## config.mk

```make
export PLATFORM = sky130hd
export DESIGN_NAME = ddr4_cmd_sequencer
export DESIGN_NICKNAME = d
export VERILOG_FILES = /design/src/rtl/ddr4_cmd_sequencer.sv
export SDC_FILE = /design/constraint.sdc
export NUM_CORES = 1
export LEC_CHECK = 0
export CELL_PAD_IN_SITES_DETAIL_PLACEMENT = 1
export CELL_PAD_IN_SITES_GLOBAL_PLACEMENT = 1
export CORE_AREA = 2 2 219 221
export CTS_BUF_LIST = sky130_fd_sc_hd__clkbuf_4 sky130_fd_sc_hd__clkbuf_8
export DETAILED_ROUTE_END_ITERATION = 8
export DIE_AREA = 0 0 221 223
export HOLD_SLACK_MARGIN = 0.08
export PLACE_DENSITY = 0.57
export SYNTH_ARGS = -nofsm -noshare
export SYNTH_HDL_FRONTEND = slang
export SYNTH_SLANG_ARGS = --single-unit
```

## constraint.sdc

```tcl
create_clock -name clk -period 13.5 [get_ports clk]
set_input_delay 1.35 -clock clk [delete_from_list [all_inputs] [get_ports clk]]
set_output_delay 1.35 -clock clk [all_outputs]
set_load 0.02 [all_outputs]
```

## src/rtl/ddr4_cmd_sequencer.sv

```systemverilog
`default_nettype none
// ============================================================================
// ddr4_cmd_sequencer : open-page DDR4 PRE/ACT/RD/WR sequencer with tRP/tRCD/BL
// Rev 1.0
// ============================================================================
module ddr4_cmd_sequencer #(
  parameter int ADDRWIDTH = 17,
  parameter int COLWIDTH  = 10,
  parameter int BGWIDTH   = 2,
  parameter int BAWIDTH   = 2,
  parameter int BL        = 8,
  parameter int TRCD      = 4,
  parameter int TRP       = 4
) (
  input  logic                 clk,
  input  logic                 rst,
  input  logic                 req_valid,
  output logic                 req_ready,
  input  logic                 req_wr,
  input  logic [BGWIDTH-1:0]   req_bg,
  input  logic [BAWIDTH-1:0]   req_ba,
  input  logic [ADDRWIDTH-1:0] req_row,
  input  logic [COLWIDTH-1:0]  req_col,
  output logic                 cke,
  output logic                 cs_n,
  output logic                 act_n,
  output logic [BGWIDTH-1:0]   bg,
  output logic [BAWIDTH-1:0]   ba,
  output logic [ADDRWIDTH-1:0] A,
  output logic                 busy
);

  localparam int IW    = BGWIDTH + BAWIDTH;
  localparam int NBANK = 1 << IW;
  localparam int MAXT  = (TRCD > TRP) ? ((TRCD > BL) ? TRCD : BL)
                                      : ((TRP > BL) ? TRP : BL);
  localparam int CW    = $clog2(MAXT) + 1;
  localparam int RAS_B = ADDRWIDTH - 1;
  localparam int CAS_B = ADDRWIDTH - 2;
  localparam int WE_B  = ADDRWIDTH - 3;

  typedef enum logic [2:0] {
    S_IDLE     = 3'd0,
    S_PRE      = 3'd1,
    S_PRE_WAIT = 3'd2,
    S_ACT      = 3'd3,
    S_ACT_WAIT = 3'd4,
    S_CAS      = 3'd5,
    S_BURST    = 3'd6
  } state_t;

  state_t               state_q, state_d;
  logic [CW-1:0]        cnt_q, cnt_d;

  logic                 lat_wr_q, lat_wr_d;
  logic [BGWIDTH-1:0]   lat_bg_q, lat_bg_d;
  logic [BAWIDTH-1:0]   lat_ba_q, lat_ba_d;
  logic [ADDRWIDTH-1:0] lat_row_q, lat_row_d;
  logic [COLWIDTH-1:0]  lat_col_q, lat_col_d;

  logic [NBANK-1:0]     open_q, open_d;
  logic [ADDRWIDTH-1:0] row_tbl_q [NBANK];
  logic [ADDRWIDTH-1:0] row_tbl_d [NBANK];

  logic                 cke_q, cke_d;
  logic                 cs_n_q, cs_n_d;
  logic                 act_n_q, act_n_d;
  logic [BGWIDTH-1:0]   bg_q, bg_d;
  logic [BAWIDTH-1:0]   ba_q, ba_d;
  logic [ADDRWIDTH-1:0] a_q, a_d;
  logic                 req_ready_q, req_ready_d;
  logic                 busy_q, busy_d;

  logic [IW-1:0]        w_req_idx;
  logic [IW-1:0]        w_lat_idx;
  logic                 w_accept;
  logic                 w_last;

  assign w_req_idx = {req_bg, req_ba};
  assign w_lat_idx = {lat_bg_q, lat_ba_q};
  assign w_accept  = req_valid & req_ready_q;
  assign w_last    = (cnt_q == CW'(1));

  always_comb begin
    state_d   = state_q;
    cnt_d     = cnt_q;
    lat_wr_d  = lat_wr_q;
    lat_bg_d  = lat_bg_q;
    lat_ba_d  = lat_ba_q;
    lat_row_d = lat_row_q;
    lat_col_d = lat_col_q;
    open_d    = open_q;
    row_tbl_d = row_tbl_q;

    case (state_q)
      S_IDLE: begin
        if (w_accept) begin
          lat_wr_d  = req_wr;
          lat_bg_d  = req_bg;
          lat_ba_d  = req_ba;
          lat_row_d = req_row;
          lat_col_d = req_col;
          if (open_q[w_req_idx]) begin
            if (row_tbl_q[w_req_idx] == req_row) begin
              state_d = S_CAS;
              cnt_d   = CW'(BL);
            end else begin
              state_d = S_PRE;
              cnt_d   = CW'(TRP);
            end
          end else begin
            state_d = S_ACT;
            cnt_d   = CW'(TRCD);
          end
        end
      end
      // The counter covers the command cycle plus its wait; a load of 1 skips the wait state.
      S_PRE, S_PRE_WAIT: begin
        if (state_q == S_PRE) open_d[w_lat_idx] = 1'b0;
        if (w_last) begin
          state_d = S_ACT;
          cnt_d   = CW'(TRCD);
        end else begin
          state_d = S_PRE_WAIT;
          cnt_d   = cnt_q - CW'(1);
        end
      end
      S_ACT, S_ACT_WAIT: begin
        if (state_q == S_ACT) begin
          open_d[w_lat_idx]    = 1'b1;
          row_tbl_d[w_lat_idx] = lat_row_q;
        end
        if (w_last) begin
          state_d = S_CAS;
          cnt_d   = CW'(BL);
        end else begin
          state_d = S_ACT_WAIT;
          cnt_d   = cnt_q - CW'(1);
        end
      end
      S_CAS, S_BURST: begin
        if (w_last) begin
          state_d = S_IDLE;
          cnt_d   = '0;
        end else begin
          state_d = S_BURST;
          cnt_d   = cnt_q - CW'(1);
        end
      end
      default: begin
        state_d = S_IDLE;
        cnt_d   = '0;
      end
    endcase
  end

  // Pin image is built from the current state so each command lands one cycle after state entry.
  always_comb begin
    cke_d   = 1'b1;
    cs_n_d  = 1'b1;
    act_n_d = 1'b1;
    bg_d    = '0;
    ba_d    = '0;
    a_d     = '0;
    case (state_q)
      S_PRE: begin
        cs_n_d     = 1'b0;
        bg_d       = lat_bg_q;
        ba_d       = lat_ba_q;
        a_d[CAS_B] = 1'b1;
      end
      S_ACT: begin
        cs_n_d  = 1'b0;
        act_n_d = 1'b0;
        bg_d    = lat_bg_q;
        ba_d    = lat_ba_q;
        a_d     = lat_row_q;
      end
      S_CAS: begin
        cs_n_d              = 1'b0;
        bg_d                = lat_bg_q;
        ba_d                = lat_ba_q;
        a_d[RAS_B]          = 1'b1;
        a_d[WE_B]           = ~lat_wr_q;
        a_d[COLWIDTH-1:0]   = lat_col_q;
      end
      default: ;
    endcase
    req_ready_d = (state_d == S_IDLE) & cke_q;
    busy_d      = (state_d != S_IDLE);
  end

  always_ff @(posedge clk or posedge rst) begin
    if (rst) begin
      state_q     <= S_IDLE;
      cnt_q       <= '0;
      lat_wr_q    <= 1'b0;
      lat_bg_q    <= '0;
      lat_ba_q    <= '0;
      lat_row_q   <= '0;
      lat_col_q   <= '0;
      open_q      <= '0;
      for (int i = 0; i < NBANK; i++) row_tbl_q[i] <= '0;
      cke_q       <= 1'b0;
      cs_n_q      <= 1'b1;
      act_n_q     <= 1'b1;
      bg_q        <= '0;
      ba_q        <= '0;
      a_q         <= '0;
      req_ready_q <= 1'b0;
      busy_q      <= 1'b0;
    end else begin
      state_q     <= state_d;
      cnt_q       <= cnt_d;
      lat_wr_q    <= lat_wr_d;
      lat_bg_q    <= lat_bg_d;
      lat_ba_q    <= lat_ba_d;
      lat_row_q   <= lat_row_d;
      lat_col_q   <= lat_col_d;
      open_q      <= open_d;
      row_tbl_q   <= row_tbl_d;
      cke_q       <= cke_d;
      cs_n_q      <= cs_n_d;
      act_n_q     <= act_n_d;
      bg_q        <= bg_d;
      ba_q        <= ba_d;
      a_q         <= a_d;
      req_ready_q <= req_ready_d;
      busy_q      <= busy_d;
    end
  end

  assign cke       = cke_q;
  assign cs_n      = cs_n_q;
  assign act_n     = act_n_q;
  assign bg        = bg_q;
  assign ba        = ba_q;
  assign A         = a_q;
  assign req_ready = req_ready_q;
  assign busy      = busy_q;

endmodule
`default_nettype wire

```

* Yosys cells after proc, flatten, opt, wreduce, memory -nomap -nowiden *
Cells that the tools add are included.

word-level totals
  flip-flop bits (word level) = 353
  latch bits = 0
  bits in writable memories = 0
  memory bits (read-only) = 0
  input bits = 35
  output and inout port bits = 26
  logic and storage cells = 107
  memories kept = 0

cells by class
  $add $sub $neg = 1
  multipliers = 0
  divide/modulo/power cells = 0
  $lt $le $gt $ge = 6
  eq/ne operators = 11
  shift-type cells = 0
  muxes and demuxes = 36
  bitwise logic cells = 8
  reductions and logical operators = 13

operators by type and width
  operator                                                                       number
  272-bit bitwise mux                                                            1
  17-bit binary-select mux with 4-bit select                                     1
  17-bit demux with 4-bit select                                                 1
  17-bit two-way mux                                                             3
  16-bit two-way mux                                                             2
  16-bit case mux with 2 select lines                                            1
  4-bit two-way mux                                                              7
  10-bit case mux with 2 select lines                                            1
  17-bit equality test                                                           1
  16-bit AND                                                                     1
  16-bit NOT                                                                     1
  16-bit bitwise OR                                                              1
  4-bit case mux with 4 select lines                                             1
  3-bit two-way mux                                                              4
  3-bit case mux with 4 select lines                                             1
  5-bit >= comparator (second input constant)                                    2
  4-bit by 5-bit less-than comparator with 1-bit output (second input constant)  2
  4-bit NOT with 5-bit output                                                    2
  3-bit equality test (second input constant)                                    3
  3-bit by 2-bit equality test with 1-bit output (second input constant)         2
  3-bit logical NOT                                                              2
  1-bit two-way mux                                                              6
  2-bit inequality test (second input constant)                                  3
  1-bit case mux with 2 select lines                                             3
  17 further kinds                                                               23

* Logic depth before layout (Yosys ltp) *
  depth after elaboration = 11
  mapped depth = 12

* Worst setup path after synthesis *
OpenSTA, ideal clock, no wires.

  kind = input port to flip-flop
  start point = in req_ba[0]
  end point = reg cnt_q[2]
  setup time = 0.126 ns
  data arrival time = 3.475 ns
  required time = 13.374 ns
  path slack = 9.899 ns
  cell stages on the path = 8
  buffers on the path = 2
  path through = buf_6 > buf_12 > mux4_1 > mux4_2 > xor2_1 > nor4_2 > nand3_1 > a221o_1

on the way
  cells in the longest elaborated chain, start to end = 9

RTL lines
  what                                                   RTL line  RTL
  start, declared                                        21        input logic [BAWIDTH-1:0] req_ba,
  4-bit NOT with 5-bit output (implied by the code)      104       if (row_tbl_q[w_req_idx] == req_row) begin
  17-bit binary-select mux with 4-bit select             104
  17-bit two-way mux (implied by the code) (2 in a row)  104
  17-bit equality test                                   104
  4-bit two-way mux                                      104
  4-bit two-way mux (*)                                  103       if (open_q[w_req_idx]) begin
  4-bit two-way mux (*)                                  97        if (w_accept) begin
  4-bit case mux with 4 select lines (*)                 95        case (state_q)
  end signal, assigned                                   214       cnt_q <= cnt_d;
  end, declared                                          53        logic [CW-1:0] cnt_q, cnt_d;

Mark *: on every way between the ends. The rest lies on a longest branch, timed or not. The select of a mux whose other input is x is not followed.
A chain may end at the register's enable or synchronous reset.

* Worst setup path in the final report *
Same ends and word-level chain as after synthesis.

==> reports/results.tsv <==
stage	metric	value	unit
sta	max_slew headroom	32.2	%
power	IR drop worst, VDD	0.103	mV
routing	routed via count	9850	
clocking	Hold-fix buffers, CTS	0	
layout	most common cell after layout, fill and taps aside	dfrtp_1	
power	Final Power	3.37	mW
place	Placer Congestion	0.761	
power	PD cells	180	nW/um2
sta	Final Max Slew Viols	0	
clocking	setup bufs post-CTS	0	
run_status	status	completed	
sta	Max Freq	234	MHz
critical_path	Startpoint Class	input pin	
grt	largest net degree at the start of global routing	110	
synth	synth unique cells	62	
critical_path	WP data required	14.01	ns
routing	number of DRC markers in iteration 0	530	
place	Port-buffer cells	60	
grt	initial antenna violation count	1	
die	Initial Util	34.4	%
critical_path	crit path kind	in2reg	
sta	final worst-path setup slack	9.23	ns
grt	vias in the first global route	10900	
routing	Vias/cell	5.26	
synth	syn_nets	1178	
sta	worst clock skew	0.0244	ns
routing	1st-pass router iterations	5	
sta	RSZ-0062 raised after global routing	false	
min_path	Worst Hold Class	reg2reg	
synth	yosys warns	0	
sta	period utilization	31.6	%
layout	fillers	4839	
die	Die Width	221	um
clocking	CTS Sinks	353	
critical_path	Worst Setup End Kind	flip-flop	
synth	number of enable flip-flop cells after synthesis	0	
place	estimated wirelength of the detail-placed design	28.0	mm
routing	ANT nets after route	0	
die	Core ar.	47100	um2
sta	slew of the pin with the lowest slew margin	1.02	ns
synth	Post-Syn Instances	1141	
grt	first-pass GRT wire length	71.4	mm
layout	nets	1252	
layout	Area Overhead vs Synth	15.5	%
layout	layout cell share with drive strength beyond 1	40.6	%
clocking	Post-CTS Resized	0	
power	P_leak	8.92	nW
critical_path	Max FO, Critical Path	33	
synth	Synth async-reset ratio	100	%
grt	GR Util All Layers	19.4	%
routing	final wirelength	46.5	mm
clocking	Reg clk slew, reported paths	0.05	ns
clocking	# H-tree levels	3	
synth	Top FF cell, synth	dfrtp_1	
synth	synth top area cells	dfrtp_1 54%, mux2_2 21%, mux4_2 4.6%	
die	DIE AREA	49300	um2
synth	Synth top area share	54.1	%
die	Site Rows	80	
sta	Final min period	4.27	ns
clocking	clock latency on the worst-skew pair	0.63	ns
synth	sequential element share of the synthesized area	54.5	%
sta	TNS Setup	0	ns
die	Boundary Pins	61	
synth	Avg Cell Area, Syn	14.2	um2
layout	Final Cell Area	18700	um2
synth	flops & latches, synth	353	
place	worst slack, placed	8.57	ns
grt	grt total ovfl	0	
clocking	Root Driver	clkbuf_8	
die	Die Span Y	223	um
clocking	CTS buffer count	67	
critical_path	Critical Path AT	4.78	ns
place	Placed Area	17400	um2
clocking	CTS tree	done	
routing	DRC violations left	0	
synth	area leader, netlist	dfrtp_1	
sta	Final setup viols	0	
synth	Mapped Area	16200	um2
run	Max Cap Viol	0	
clocking	Max clock buf depth	3	
routing	WL/cell	24.9	um
sta	final hold vios	0	
layout	most frequent cells in the layout	351 x dfrtp_1, 308 x mux2_2, 81 x clkbuf_8, 64 x mux2i_1, 56 x clkdlybuf4s50_1	
cell type report:
class / instances / area [um2] / area share (%)
clock buffers: 101 / 1260 / 6.75
repair buffers: 85 / 773 / 4.13
clock inverters: 9 / 86.3 / 0.461
diodes: 1 / 2.50 / 0.0134
flip-flops and latches: 353 / 8840 / 47.1
well taps: 615 / 769 / 4.11
inverters: 11 / 48.8 / 0.260
multi-input cells: 697 / 6960 / 37.1
flip-flops by register name, indices dropped and copies added (netlist names), 2 cells and up, named ones only:
register	cells
lat_col_q	10
A	17
row_tbl_q	272
state_q	3
ba	2
bg	2
lat_ba_q	2
lat_row_q	17
cnt_q	4
lat_bg_q	2
per-layer routing:
layer  GRT usage, %  wire (um)
met5              0          0
met2           31.1      22100
met1           26.8      21800
met4           5.72        951
met3           3.60       1630
power by group:
part           internal, mW  switching (mW)  total, mW
Combinational         0.377           0.330      0.706
Sequential             1.32           0.268       1.59
Clock                 0.615           0.456       1.07
Total                  2.31            1.05       3.37
synth_stat cells, types with 3 or more instances:
cell,n
dfrtp_1,351
mux2_2,308
mux2i_1,64
clkbuf_1,52
nand2_1,47
mux4_2,33
nor2_1,24
nor2b_1,22
o21ai_0,19
a22oi_1,16
xor2_1,15
buf_2,14
a221oi_1,12
inv_1,11
mux4_1,11
nand3_1,11
and2_1,10
and3_1,10
buf_6,10
xnor2_1,10
a21o_1,9
a21oi_1,8
a22o_1,6
o31ai_1,6
a211oi_1,5
nand2b_1,4
nor3_1,4
or2_2,4
a211o_1,3
kinds of logic (layout without fill, tap and decap cells):
| group | count (synthesis) | count (layout) | share of synthesized area, % |
|---|---|---|---|
| buf+inv | 91 | 206 | 2.88 |
| fa+ha+maj | 3 | 3 | 0.216 |
| xor+xnor | 25 | 25 | 1.35 |
| compound gates | 104 | 104 | 4.75 |
| flops | 353 | 353 | 54.5 |
| other cells | 1 | 2 | 0.0231 |
| mux | 416 | 416 | 31.7 |
| simple gates | 148 | 148 | 4.61 |
worst max-delay path: stages:
cell and delay [ns]:
buf_4 0.50, buf_4 0.58, nor2b_1 0.49, a221o_1 0.25, a2bb2oi_1 0.19, xor2_1 0.37
nand3_1 0.14, nor4_2 0.33, nand3_1 0.15, a221o_1 0.36
per-stage QoR:
step                      hold slack, ns  utilization, %  instances
after floorplan                    0.441               -       1141
after global placement             0.458            36.9       1761
after detailed placement           0.460            36.9       1761
after CTS                          0.472            39.7       1871
after global routing               0.505            39.7       1871
final                              0.469            39.8       1872
path summary, 6_finish.rpt:
kind | start | endpoint | slack (ns) | cells past startpoint
hold reg to reg | flip-flop | flip-flop | 0.47 | 1
setup / recovery | req_ba[0] | cnt_q[2] | 9.23 | 10
min in group asynchronous | rst | row_tbl_q[202] | 1.26 | 2
max in group asynchronous | rst | row_tbl_q[88] | 10.01 | 4
hold / removal | flip-flop | flip-flop | 0.47 | 1
setup reg to reg | state_q[0] | row_tbl_q[235] | 10.55 | 6
(Power assumes the default switching activity.)
